==> src/rtl/shift_pkg.sv <==
// Shared encodings for the iterative shifter: operation modes and FSM states.
package shift_pkg;

  localparam int DATA_W = 16;
  localparam int CNT_W  = 4;

  // Mode[1]=1 selects rotate regardless of Mode[0], so 2'b11 aliases ROL.
  typedef enum logic [1:0] {
    MODE_SRL = 2'b00,
    MODE_SLA = 2'b01,
    MODE_ROL = 2'b10
  } mode_t;

  typedef enum logic [1:0] {
    ST_IDLE  = 2'b00,
    ST_SHIFT = 2'b01,
    ST_DONE  = 2'b10
  } state_t;

endpackage

==> src/rtl/shift_step.sv <==
// One-bit shift step for the iterative shifter, plus the per-step SLA
// sign-change indication that feeds the sticky overflow flag.
module shift_step
  import shift_pkg::*;
(
  input  logic [DATA_W-1:0] d,
  input  logic [1:0]        mode,
  output logic [DATA_W-1:0] next_d,
  output logic              ovfl_step
);

  always_comb begin
    next_d    = {1'b0, d[DATA_W-1:1]};
    ovfl_step = 1'b0;
    if (mode[1]) begin
      next_d = {d[DATA_W-2:0], d[DATA_W-1]};
    end else if (mode == MODE_SLA) begin
      next_d    = {d[DATA_W-2:0], 1'b0};
      ovfl_step = d[DATA_W-1] ^ d[DATA_W-2];
    end
  end

endmodule

==> src/rtl/iter_shifter.sv <==
// Multi-cycle shifter: one bit per clock, result and overflow held in
// output registers that only change when an operation completes.
module iter_shifter
  import shift_pkg::*;
(
  input  logic              clk,
  input  logic              rst_n,
  input  logic              start,
  input  logic [DATA_W-1:0] Shift_In,
  input  logic [CNT_W-1:0]  Shift_Val,
  input  logic [1:0]        Mode,
  output logic              ready,
  output logic              done,
  output logic [DATA_W-1:0] Shift_Out,
  output logic              Ovfl,
  output logic [1:0]        fsm_state
);

  // Handshake: a request is taken on the rising edge where start && ready;
  // start is ignored in every other cycle. done is a one-cycle pulse and
  // Shift_Out/Ovfl are valid from that cycle until the next completion.

  state_t              state_q, state_d;
  logic [DATA_W-1:0]   data_q;
  logic [CNT_W-1:0]    count_q;
  logic [1:0]          mode_q;
  logic                ovfl_acc_q;
  logic [DATA_W-1:0]   result_q;
  logic                ovfl_q;
  logic [DATA_W-1:0]   step_d;
  logic                step_ovfl;

  shift_step u_step (
    .d         (data_q),
    .mode      (mode_q),
    .next_d    (step_d),
    .ovfl_step (step_ovfl)
  );

  always_comb begin
    state_d = state_q;
    case (state_q)
      ST_IDLE:  if (start) state_d = (Shift_Val != '0) ? ST_SHIFT : ST_DONE;
      ST_SHIFT: if (count_q == CNT_W'(1)) state_d = ST_DONE;
      ST_DONE:  state_d = ST_IDLE;
      default:  state_d = ST_IDLE;
    endcase
  end

  always_ff @(posedge clk or negedge rst_n) begin
    if (!rst_n) begin
      state_q <= ST_IDLE;
    end else begin
      state_q <= state_d;
    end
  end

  // The accumulating overflow is cleared on acceptance; the visible Ovfl
  // only changes together with Shift_Out when an operation completes.
  always_ff @(posedge clk or negedge rst_n) begin
    if (!rst_n) begin
      data_q     <= '0;
      count_q    <= '0;
      mode_q     <= '0;
      ovfl_acc_q <= 1'b0;
      result_q   <= '0;
      ovfl_q     <= 1'b0;
    end else begin
      case (state_q)
        ST_IDLE: begin
          if (start) begin
            data_q     <= Shift_In;
            count_q    <= Shift_Val;
            mode_q     <= Mode;
            ovfl_acc_q <= 1'b0;
            if (Shift_Val == '0) begin
              result_q <= Shift_In;
              ovfl_q   <= 1'b0;
            end
          end
        end
        ST_SHIFT: begin
          data_q     <= step_d;
          count_q    <= count_q - CNT_W'(1);
          ovfl_acc_q <= ovfl_acc_q | step_ovfl;
          if (count_q == CNT_W'(1)) begin
            result_q <= step_d;
            ovfl_q   <= ovfl_acc_q | step_ovfl;
          end
        end
        default: ;
      endcase
    end
  end

  assign ready     = (state_q == ST_IDLE);
  assign done      = (state_q == ST_DONE);
  assign Shift_Out = result_q;
  assign Ovfl      = ovfl_q;
  assign fsm_state = state_q;

endmodule
==> config.mk <==
export PLATFORM = sky130hd
export DESIGN_NAME = iter_shifter
export DESIGN_NICKNAME = d
export VERILOG_FILES = /design/src/rtl/shift_pkg.sv /design/src/rtl/shift_step.sv /design/src/rtl/iter_shifter.sv
export SDC_FILE = /design/constraint.sdc
export NUM_CORES = 1
export LEC_CHECK = 0
export CAP_MARGIN = 20
export CORE_UTILIZATION = 40
export DETAILED_ROUTE_END_ITERATION = 6
export GPL_ROUTABILITY_DRIVEN = 0
export PLACE_DENSITY = 0.65
export SYNTH_ARGS = -nofsm -noshare
export SYNTH_HDL_FRONTEND = slang
export SYNTH_HIERARCHICAL = 1
export SYNTH_SLANG_ARGS = --single-unit
==> constraint.sdc <==
create_clock -name clk -period 2.1 [get_ports clk]
set_input_delay 0.315 -clock clk [delete_from_list [all_inputs] [get_ports clk]]
set_output_delay 0.315 -clock clk [all_outputs]
set_load 0.05 [all_outputs]
==> reports/metrics.cfg, run 1 <==
[power]
combPwrFrac = 0.556
p_clk_frac = 0.130
p_sw_mw = 2.14
switching_share = 0.436
pwr_density_cell_nw_per_um2 = 1750
seqPwrFrac = 0.314
irDropWorstVdd_uv = 702
p_int_mw = 2.77
finalPower_mw = 4.90
leakage_nw = 1.24

[worst_setup_path]
critPathRequiredTime_ns = 1.78
critPathMaxStageDelay_ns = 0.81
start_kind = flop
path_buf_inv = 1
r2r.worst_path.cells = 4
critical_path_class = reg2out
cp.arrival_ns = 1.48
crit_family = buffers and inverters
setup.worst_path.end_class = output pin
crit_chain = clkdlybuf4s50_1
critPathSlowestCell = clkdlybuf4s50_1
cp_num_cells = 1
path_max_fanout = 2

[routing]
routedWlPerCell_um = 14.0
drc_errors = 0
drt-initial-drc-count = 41
route.vias.total = 1518
ant_nets = 0
via_per_inst = 4.82
dr.pass1.iters = 4
wl_um = 4420

[cts]
cts_max_path_buffers = 2
tritoncts = done
clkTransAtPathRegs_ns = 0.08
hold_buffers = 0
clock_latency_ns = 0.29
post_cts_resized = 0
cts_sinks = 42
cts-root-buf = clkbuf_8
cts_buffers = 5
cts-htree-levels = 2
cts_setup_buffers = 0

[final_layout]
final_area_um2 = 2800
area_delta_synth_final_pct = 27.3
seqCellArea_um2 = 1050
nNetsFinal = 271
n_fill_cell = 479
utilization = 0.537
multi_input_area_um2 = 973
drive_above_1_share = 0.171
antenna_cells = 0
finalNonFillerCells = 315

[sta]
finalCritPeriodShare = 0.856
worstMarginPinSlew_ns = 0.532
whs_ns = 0.0820
hold_viol = 0
drv_slew = 0
rsz0062_at_grt = false
setup_ws_ns = 0.303
fin_setup_tns_ns = 0
finalSetupViolCount = 0
finalClockSkew_ns = 0.00607
max_freq_mhz = 556
maxSlewHeadroom = 0.645
min_period_ns = 1.80

[synth]
synth_most_common_cell = dfrtp_1
synth_top_area_frac = 0.479
synth-seq-cells = 42
ys_top_cells_by_count = 42 x dfrtp_1, 31 x mux2i_1, 21 x inv_1, 21 x nand2_1, 15 x o21ai_1
synth.avg_cell_area_um2 = 11.3
synthCells = 194
synthFlopType = dfrtp_1
synthArstFlopShare = 1.00
synth_area_leaders = dfrtp_1 48%, mux2i_1 14%, mux2_4 7.5%, inv_1 3.6%, nand2_1 3.6%
synth_edf_count = 0
synth_area_um2 = 2200
synth_nets = 221
yosysTopAreaCell = dfrtp_1
synth_cell_types = 34
synth_warnings = 6
seq_area_frac_synth = 0.479

[placement]
dpl.cell_count = 307
pre_cts_slack_ns = 0.127
portBuffers = 45
placed_cell_area_um2 = 2690
dp.final_hpwl_um = 3130

[floorplan]
io_pins = 46
start_util = 0.422
fp-row-count = 26
dieArea_um2 = 5790
die_width_um = 76.1
die_y_um = 76.1
coreArea_um2 = 5200

[grt]
grt_max_degree = 43
grt_usage = 0.168
antenna_found_initial = 0
grt_pass1_wl_um = 7600
grt_pass1_vias = 1579
grt.overflow.total = 0

[run_status]
status = complete, no violations

[job]
cap_violations = 0

[worst_hold_path]
min_path_type = in2async

[registers in the layout (all words and copies together), names as in the netlist]
signal,cells
Shift_Out,16
count_q,4
data_q,16
fsm_state,2
Ovfl,1
mode_q,2
ovfl_acc_q,1
[layer usage]
layer / wire length [um] / vias to the layer above / track usage
li1: - / 759 / -
met4: 36 / 0 / 0.0577
met3: 151 / 4 / 0.0371
met5: 0 / - / 0
met1: 2130 / 726 / 0.224
met2: 2100 / 29 / 0.273
[cell usage in the layout (no fill, tap or decap), types with 6 or more instances in the layout]
| cell type | count |
|---|---|
| buf_4 | 12 |
| mux2_2 | 6 |
| clkdlybuf4s50_1 | 40 |
| mux2_4 | 11 |
| dfrtp_1 | 42 |
| inv_1 | 21 |
| mux2i_1 | 31 |
| o21ai_1 | 15 |
| nand2_1 | 21 |
[kinds of logic (layout without fill, tap and decap cells)]
logic type	count (synthesis)	after routing	synth area share
compound gates	31	31	0.0855
xor+xnor	1	1	0.00399
fa+ha+maj	2	2	0.0114
buf+inv	31	82	0.0781
flops	42	42	0.479
mux	48	48	0.247
simple gates	39	39	0.0952
[power by group through the flow]
stage	clock network, mW	registers, mW	logic (mW)
2_1_floorplan	0	2.07	1.53
3_3_place_gp	0	1.55	2.71
3_5_place_dp	0	1.55	2.75
4_1_cts	0.649	1.54	2.76
5_1_grt	0.684	1.61	2.94
6_report	0.636	1.54	2.73
[final timing paths]
kind | slack, ns | endpoint | from
max | 0.30 | Shift_Out[7] | Shift_Out[7]$_DFFE_PN0P_
min | 0.08 | Shift_Out[5]$_DFFE_PN0P_ | rst_n
max reg2reg | 0.33 | Ovfl$_DFFE_PN0P_ | fsm_state[0]$_DFFE_PN0P_
min reg2reg | 0.50 | data_q[0]$_DFFE_PN0P_ | data_q[0]$_DFFE_PN0P_
max in group asynchronous | 1.65 | data_q[11]$_DFFE_PN0P_ | rst_n
min in group clk | 0.50 | data_q[0]$_DFFE_PN0P_ | data_q[0]$_DFFE_PN0P_
[final cells by class]
type | count | share of cell area
flip-flops and latches | 42 | 0.376
clock buffers | 5 | 0.0246
clock inverters | 3 | 0.0143
inverters | 21 | 0.0282
repair buffers | 53 | 0.177
well taps | 70 | 0.0313
multi-input cells | 121 | 0.348
(Power assumes the default switching activity.)
==> run 2: changes to the inputs <==
--- a/config.mk
+++ b/config.mk
@@ -8,8 +8,8 @@
 export CAP_MARGIN = 20
 export CORE_UTILIZATION = 40
 export DETAILED_ROUTE_END_ITERATION = 6
+export DONT_BUFFER_PORTS = 1
 export GPL_ROUTABILITY_DRIVEN = 0
-export PLACE_DENSITY = 0.65
 export SYNTH_ARGS = -nofsm -noshare
 export SYNTH_HDL_FRONTEND = slang
 export SYNTH_HIERARCHICAL = 1
==> constraint.sdc (replaced) <==
create_clock -name clk -period 2.1 [get_ports clk]
set_input_delay 0.315 -clock clk [delete_from_list [all_inputs] [get_ports clk]]
set_output_delay 0.315 -clock clk [all_outputs]
set_load 0.01 [all_outputs]
==> run 2 against run 1 <==
Clock skew is 0.0024 ns higher; sequential share of layout area is 7.0 points higher; worst hold slack better by 0.044 ns; critical path depth is 5 higher; sequential power is 6% higher; maximum frequency is 1.4% higher; clock power is 21% lower.
==> reports/metrics.cfg, run 2 (same netlist as run 1, synthesis figures left out) <==
[sta]
rsz0062_at_grt = false
worstMarginPinSlew_ns = 0.436  ; -0.0957 ns
finalCritPeriodShare = 0.844  ; -0.0121
maxSlewHeadroom = 0.709  ; +0.0638
hold_viol = 0  ; unchanged
drv_slew = 0  ; unchanged
min_period_ns = 1.77  ; -0.0254 ns
finalSetupViolCount = 0  ; unchanged
max_freq_mhz = 564  ; +1.4%
fin_setup_tns_ns = 0  ; unchanged
finalClockSkew_ns = 0.00847  ; +0.00240 ns

[routing]
drt-initial-drc-count = 112  ; +170%
wl_met1_um = 2110  ; -0.98%
wl_um = 4260  ; -3.6%
route.vias.total = 1366  ; -10%
drc_errors = 0  ; unchanged
dr_wl_met2_um = 1890  ; -9.9%
dr.pass1.iters = 4  ; unchanged
routed.top_layer = met4
routedWlPerCell_um = 15.7  ; +12%
ant_nets = 0  ; unchanged
via_per_inst = 5.04  ; +4.6%
wl_met3_um = 180  ; +19%

[final_layout]
finalNonFillerCells = 271  ; -14%
layout_commonest_cell = dfrtp_1
area_delta_synth_final_pct = 7.35
antenna_cells = 0  ; unchanged
drive_above_1_share = 0.174  ; +0.00270
layout_common_cells = 42 x dfrtp_1, 31 x mux2i_1, 21 x inv_1, 21 x nand2_1, 15 x o21ai_1
nNetsFinal = 228  ; -16%

[worst_setup_path]
path_max_fanout = 9  ; +7
critical_path_class = reg2reg
critPathSlowestCell = dfrtp_1
cp-startpoint = count_q[1]$_DFFE_PN0P_
r2r-start = count_q[1]$_DFFE_PN0P_
start_kind = flop
critPathMaxStageDelay_ns = 0.39  ; -0.42 ns
cp.arrival_ns = 1.96  ; +0.48 ns
crit_chain = inv_1 -> ha_1 -> nor3b_1 -> a22o_1 -> buf_4 -> mux2_4
critPathRequiredTime_ns = 2.29  ; +0.51 ns
path_buf_inv = 2  ; +1
crit_family = flip-flops
setup.worst_path.end_class = flop

[cts]
clock_latency_ns = 0.29  ; about the same
clkTransAtPathRegs_ns = 0.08  ; about the same
tritoncts = done
cts-htree-levels = 2  ; unchanged
cts_sinks = 42  ; unchanged
hold_buffers = 2  ; +2
post_cts_resized = 0  ; unchanged
cts-root-buf = clkbuf_8
cts_buffers = 5  ; unchanged
cts_setup_buffers = 0  ; unchanged
cts_max_path_buffers = 2  ; unchanged

[job]
cap_violations = 0  ; unchanged

[floorplan]
start_util = 0.422  ; unchanged
die_width_um = 76.1  ; unchanged
coreArea_um2 = 5200  ; unchanged
io_pins = 46  ; unchanged
dieArea_um2 = 5790  ; unchanged
fp-row-count = 26  ; unchanged
die_y_um = 76.1  ; unchanged

[grt]
grt_usage = 0.159  ; -0.00932
grt_pass1_vias = 1393  ; -12%
grt_pass1_wl_um = 7220  ; -5.0%
grt.overflow.total = 0  ; unchanged
grt_max_degree = 43  ; unchanged
antenna_found_initial = 0  ; unchanged

[power]
p_sw_mw = 1.48  ; -31%
p_int_mw = 2.34  ; -16%
seqPwrFrac = 0.426  ; +0.112
switching_share = 0.388  ; -0.0473
combPwrFrac = 0.442  ; -0.114
irDropWorstVdd_uv = 651  ; -7.4%
p_clk_frac = 0.131  ; about the same
leakage_nw = 1.05  ; -15%
pwr_density_cell_nw_per_um2 = 1620  ; -7.7%

[worst_hold_path]
min_path_type = in2reg
hold_path.startpoint = Mode[0]

[run_status]
status = complete, no violations

[placement]
dpl.cell_count = 262  ; -15%
dp.final_hpwl_um = 3050  ; -2.5%
portBuffers = 0  ; -100%

## run 2: cell count changes in the layout (fill, tap and decap cells not counted), sizes merged
cell | before | now
buf | 13 | 9
bufinv | 1 | 0
clkbuf | 5 | 7
clkdlybuf4s50 | 40 | 0
clkinv | 2 | 0
dlygate4sd3 | 0 | 1
## run 2: worst paths after layout
check / slack (ns) / to / cells past startpoint
worst max-delay path: 0.33 / Shift_Out[14]$_DFFE_PN0P_ / 6
worst min-delay path: 0.13 / mode_q[0]$_DFFE_PN0P_ / 2
worst max register to register: 0.33 / Shift_Out[14]$_DFFE_PN0P_ / 6
worst min register to register: 0.49 / data_q[0]$_DFFE_PN0P_ / 2
max in group asynchronous: 1.41 / Shift_Out[8]$_DFFE_PN0P_ / 2
min in group asynchronous: 0.47 / count_q[2]$_DFFE_PN0P_ / 2
## run 2: layer usage
layer / up-vias / track usage
li1: 670 / -
met1: 656 / 0.222
met2: 33 / 0.234
met3: 7 / 0.0395
met4: 0 / 0.0692
met5: - / 0
## run 2: layout make-up
type,count,area (um^2)
Clock buffer,7,76.3
Timing Repair Buffer,10,90.1
Sequential cell,42,1050
Inverter,21,78.8
Fill cell,499,2850
Multi-Input combinational cell,121,973
Tap cell,70,87.6
## run 2: per-stage QoR
step | power [mW] | hold slack [ns] | instance area [um^2] | worst slack (ns) | utilization
5_1_grt | 4.12 | 0.130 | 2360 | 0.207 | 0.453
3_3_place_gp | 3.31 | 0.0206 | 2250 | 0.400 | 0.432
3_5_place_dp | 3.33 | 0.0208 | 2250 | 0.364 | 0.432
2_1_floorplan | 3.03 | 0.0194 | 2200 | 0.519 | -
6_report | 3.82 | 0.126 | 2360 | 0.328 | 0.453
4_1_cts | 3.86 | 0.124 | 2360 | 0.342 | 0.453
## run 2: power by group through the flow
stage	clock network, mW	logic, mW	registers (mW)
2_1_floorplan	0	1.49	1.54
3_3_place_gp	0	1.66	1.64
3_5_place_dp	0	1.68	1.65
4_1_cts	0.510	1.71	1.64
5_1_grt	0.539	1.89	1.69
6_report	0.501	1.69	1.63
## run 2: worst register-to-register path, delay by kind of cell (launching register included)
kind                       cells  cell delay [ns]
buffers and inverters          2             0.31
DFF                            1             0.39
muxes                          1             0.32
adders and majority gates      1             0.14
AOI/OAI and AO/OA              1             0.21
and+or+nand+nor                1             0.30
==> run 3: changes to the inputs <==
==> constraint.sdc (replaced) <==
create_clock -name clk -period 1.7 [get_ports clk]
set_input_delay 0.255 -clock clk [delete_from_list [all_inputs] [get_ports clk]]
set_output_delay 0.255 -clock clk [all_outputs]
set_load 0.01 [all_outputs]
==> run 3 against run 2 <==
Sequential share of layout area down 0.90 points; via count shrank 0.51%; flip-flop and latch count is the same; clock power up 19%; sequential power up 23%; utilization rose by 0.94 points; critical path depth is 2 lower; critical endpoint is now Shift_Out[7]$_DFFE_PN0P_; largest cell class unchanged.
==> reports/metrics.cfg, run 3 (same netlist as run 1, synthesis figures left out) <==
[run_status]
status = complete, no violations

[power]
irDropWorstVdd_uv = 770  ; +18%
finalPower_mw = 4.81  ; +26%
leakage_nw = 1.08  ; +2.4%
pwr_density_cell_nw_per_um2 = 2000  ; +23%

[cts]
cts_sinks = 42  ; unchanged
cts-htree-levels = 2  ; unchanged
cts_buffers = 5  ; unchanged
cts-root-buf = clkbuf_8
cts_max_path_buffers = 2  ; unchanged
cts_setup_buffers = 0  ; unchanged
clock_latency_ns = 0.29  ; about the same
clkTransAtPathRegs_ns = 0.07  ; about the same
tritoncts = done

[routing]
drt-initial-drc-count = 76  ; -32%
dr.pass1.iters = 4  ; unchanged
routed.top_layer = met4
routedWlPerCell_um = 15.9  ; +1.0%
via_per_inst = 4.94  ; -2.0%
route.vias.total = 1359  ; -0.51%
drc_errors = 0  ; unchanged
wl_met1_um = 2080  ; -1.7%
dr_wl_met2_um = 1970  ; +4.1%
wl_um = 4370  ; +2.5%
ant_nets = 0  ; unchanged
wl_met3_um = 260  ; +44%

[final_layout]
seqCellArea_um2 = 1050  ; unchanged
antenna_cells = 0  ; unchanged
layout_commonest_cell = dfrtp_1
nNetsFinal = 232  ; +1.8%
drive_above_1_share = 0.200  ; +0.0259
finalNonFillerCells = 275  ; +1.5%
final_area_um2 = 2410  ; +2.1%
layout_common_cells = 42 x dfrtp_1, 31 x mux2i_1, 21 x inv_1, 21 x nand2_1, 15 x o21ai_1
multi_input_area_um2 = 980  ; +0.64%
area_delta_synth_final_pct = 9.57
n_fill_cell = 520  ; +4.2%

[grt]
grt.overflow.total = 0  ; unchanged
grt_pass1_vias = 1424  ; +2.2%
grt_usage = 0.163  ; +0.00371
antenna_found_initial = 0  ; unchanged
grt_max_degree = 43  ; unchanged
grt_pass1_wl_um = 7220  ; unchanged

[worst_setup_path]
crit_chain = nand2b_1 -> buf_4 -> mux2i_1 -> mux2i_1
cp_num_cells = 4  ; -2
path_common_cell = mux2i_1
crit_family = flip-flops
r2r.worst_path.cells = 4  ; -2
critPathMaxStageDelay_ns = 0.52  ; +0.13 ns
path_buf_inv = 1  ; -1
start_kind = flop
setup.worst_path.end_class = flop
cp.arrival_ns = 1.72  ; -0.24 ns
critPathRequiredTime_ns = 1.86  ; -0.43 ns
critical_path_class = reg2reg
critPathSlowestCell = dfrtp_1
path_max_fanout = 7  ; -2

[sta]
whs_ns = 0.0725  ; -0.0540 ns
maxSlewHeadroom = 0.740  ; +0.0310
rsz0062_at_grt = false
finalCritPeriodShare = 0.913  ; +0.0694
hold_viol = 0  ; unchanged
worstMarginPinSlew_ns = 0.386  ; -0.0501 ns
min_period_ns = 1.55  ; -0.219 ns
drv_slew = 0  ; unchanged
finalSetupViolCount = 0  ; unchanged
finalClockSkew_ns = 0.00299  ; -0.00548 ns
max_freq_mhz = 644  ; +14%
fin_setup_tns_ns = 0  ; unchanged

[floorplan]
coreArea_um2 = 5200  ; unchanged
dieArea_um2 = 5790  ; unchanged
fp-row-count = 26  ; unchanged
die_width_um = 76.1  ; unchanged
io_pins = 46  ; unchanged
die_y_um = 76.1  ; unchanged
start_util = 0.422  ; unchanged

[placement]
placed_cell_area_um2 = 2290  ; +1.9%
portBuffers = 0  ; unchanged
dpl.cell_count = 266  ; +1.5%
dp.final_hpwl_um = 3120  ; +2.2%

[worst_hold_path]
min_path_type = in2reg
hold_path_depth = 2  ; unchanged

[job]
cap_violations = 0  ; unchanged

-- run 3: changes by cell type in the layout (fill, tap and decap cells not counted), sizes merged --
cell	change
buf	+4
-- run 3: layout make-up --
type | count | share of cell area
multi-input cells | 121 | 0.407
repair buffers | 14 | 0.0551
well taps | 70 | 0.0364
clock buffers | 7 | 0.0317
flip-flops and latches | 42 | 0.437
inverters | 21 | 0.0328
-- run 3: metal layers --
layer	GRT usage	up-vias
met4	0.0577	0
met3	0.0479	5
met5	0	-
met1	0.217	640
met2	0.252	38
li1	-	676
-- run 3: what timing repair did --
action	CTS	global route
endpoints found under the hold margin	42	0
setup endpoints to repair	0	17
resized for setup	0	2
hold buffers	2	0
-- run 3: path summary, 6_finish.rpt --
| path | start | end | slack [ns] |
|---|---|---|---|
| max in group asynchronous | rst_n | Shift_Out[6]$_DFFE_PN0P_ | 1.07 |
| hold / removal | Mode[1] | mode_q[1]$_DFFE_PN0P_ | 0.07 |
| setup / recovery | fsm_state[1]$_DFFE_PN0P_ | Shift_Out[7]$_DFFE_PN0P_ | 0.15 |
| hold reg to reg | data_q[0]$_DFFE_PN0P_ | data_q[0]$_DFFE_PN0P_ | 0.49 |
| setup reg to reg | fsm_state[1]$_DFFE_PN0P_ | Shift_Out[7]$_DFFE_PN0P_ | 0.15 |
| min in group asynchronous | rst_n | count_q[2]$_DFFE_PN0P_ | 0.43 |
-- run 3: power breakdown --
| part | leakage, nW | internal (mW) | total (mW) | switching [mW] |
|---|---|---|---|---|
| combinational | 0.544 | 1.18 | 2.20 | 1.02 |
| sequential | 0.498 | 1.50 | 2.01 | 0.510 |
| clock | 0.0383 | 0.283 | 0.597 | 0.314 |
| total | 1.08 | 2.96 | 4.81 | 1.85 |
-- run 3: stage by stage --
stage | worst slack, ns | utilization
floorplan | 0.119 | -
global placement | 0.140 | 0.441
detailed placement | 0.0489 | 0.441
CTS | 0.0243 | 0.461
global route | 0.0133 | 0.462
finish | 0.148 | 0.462
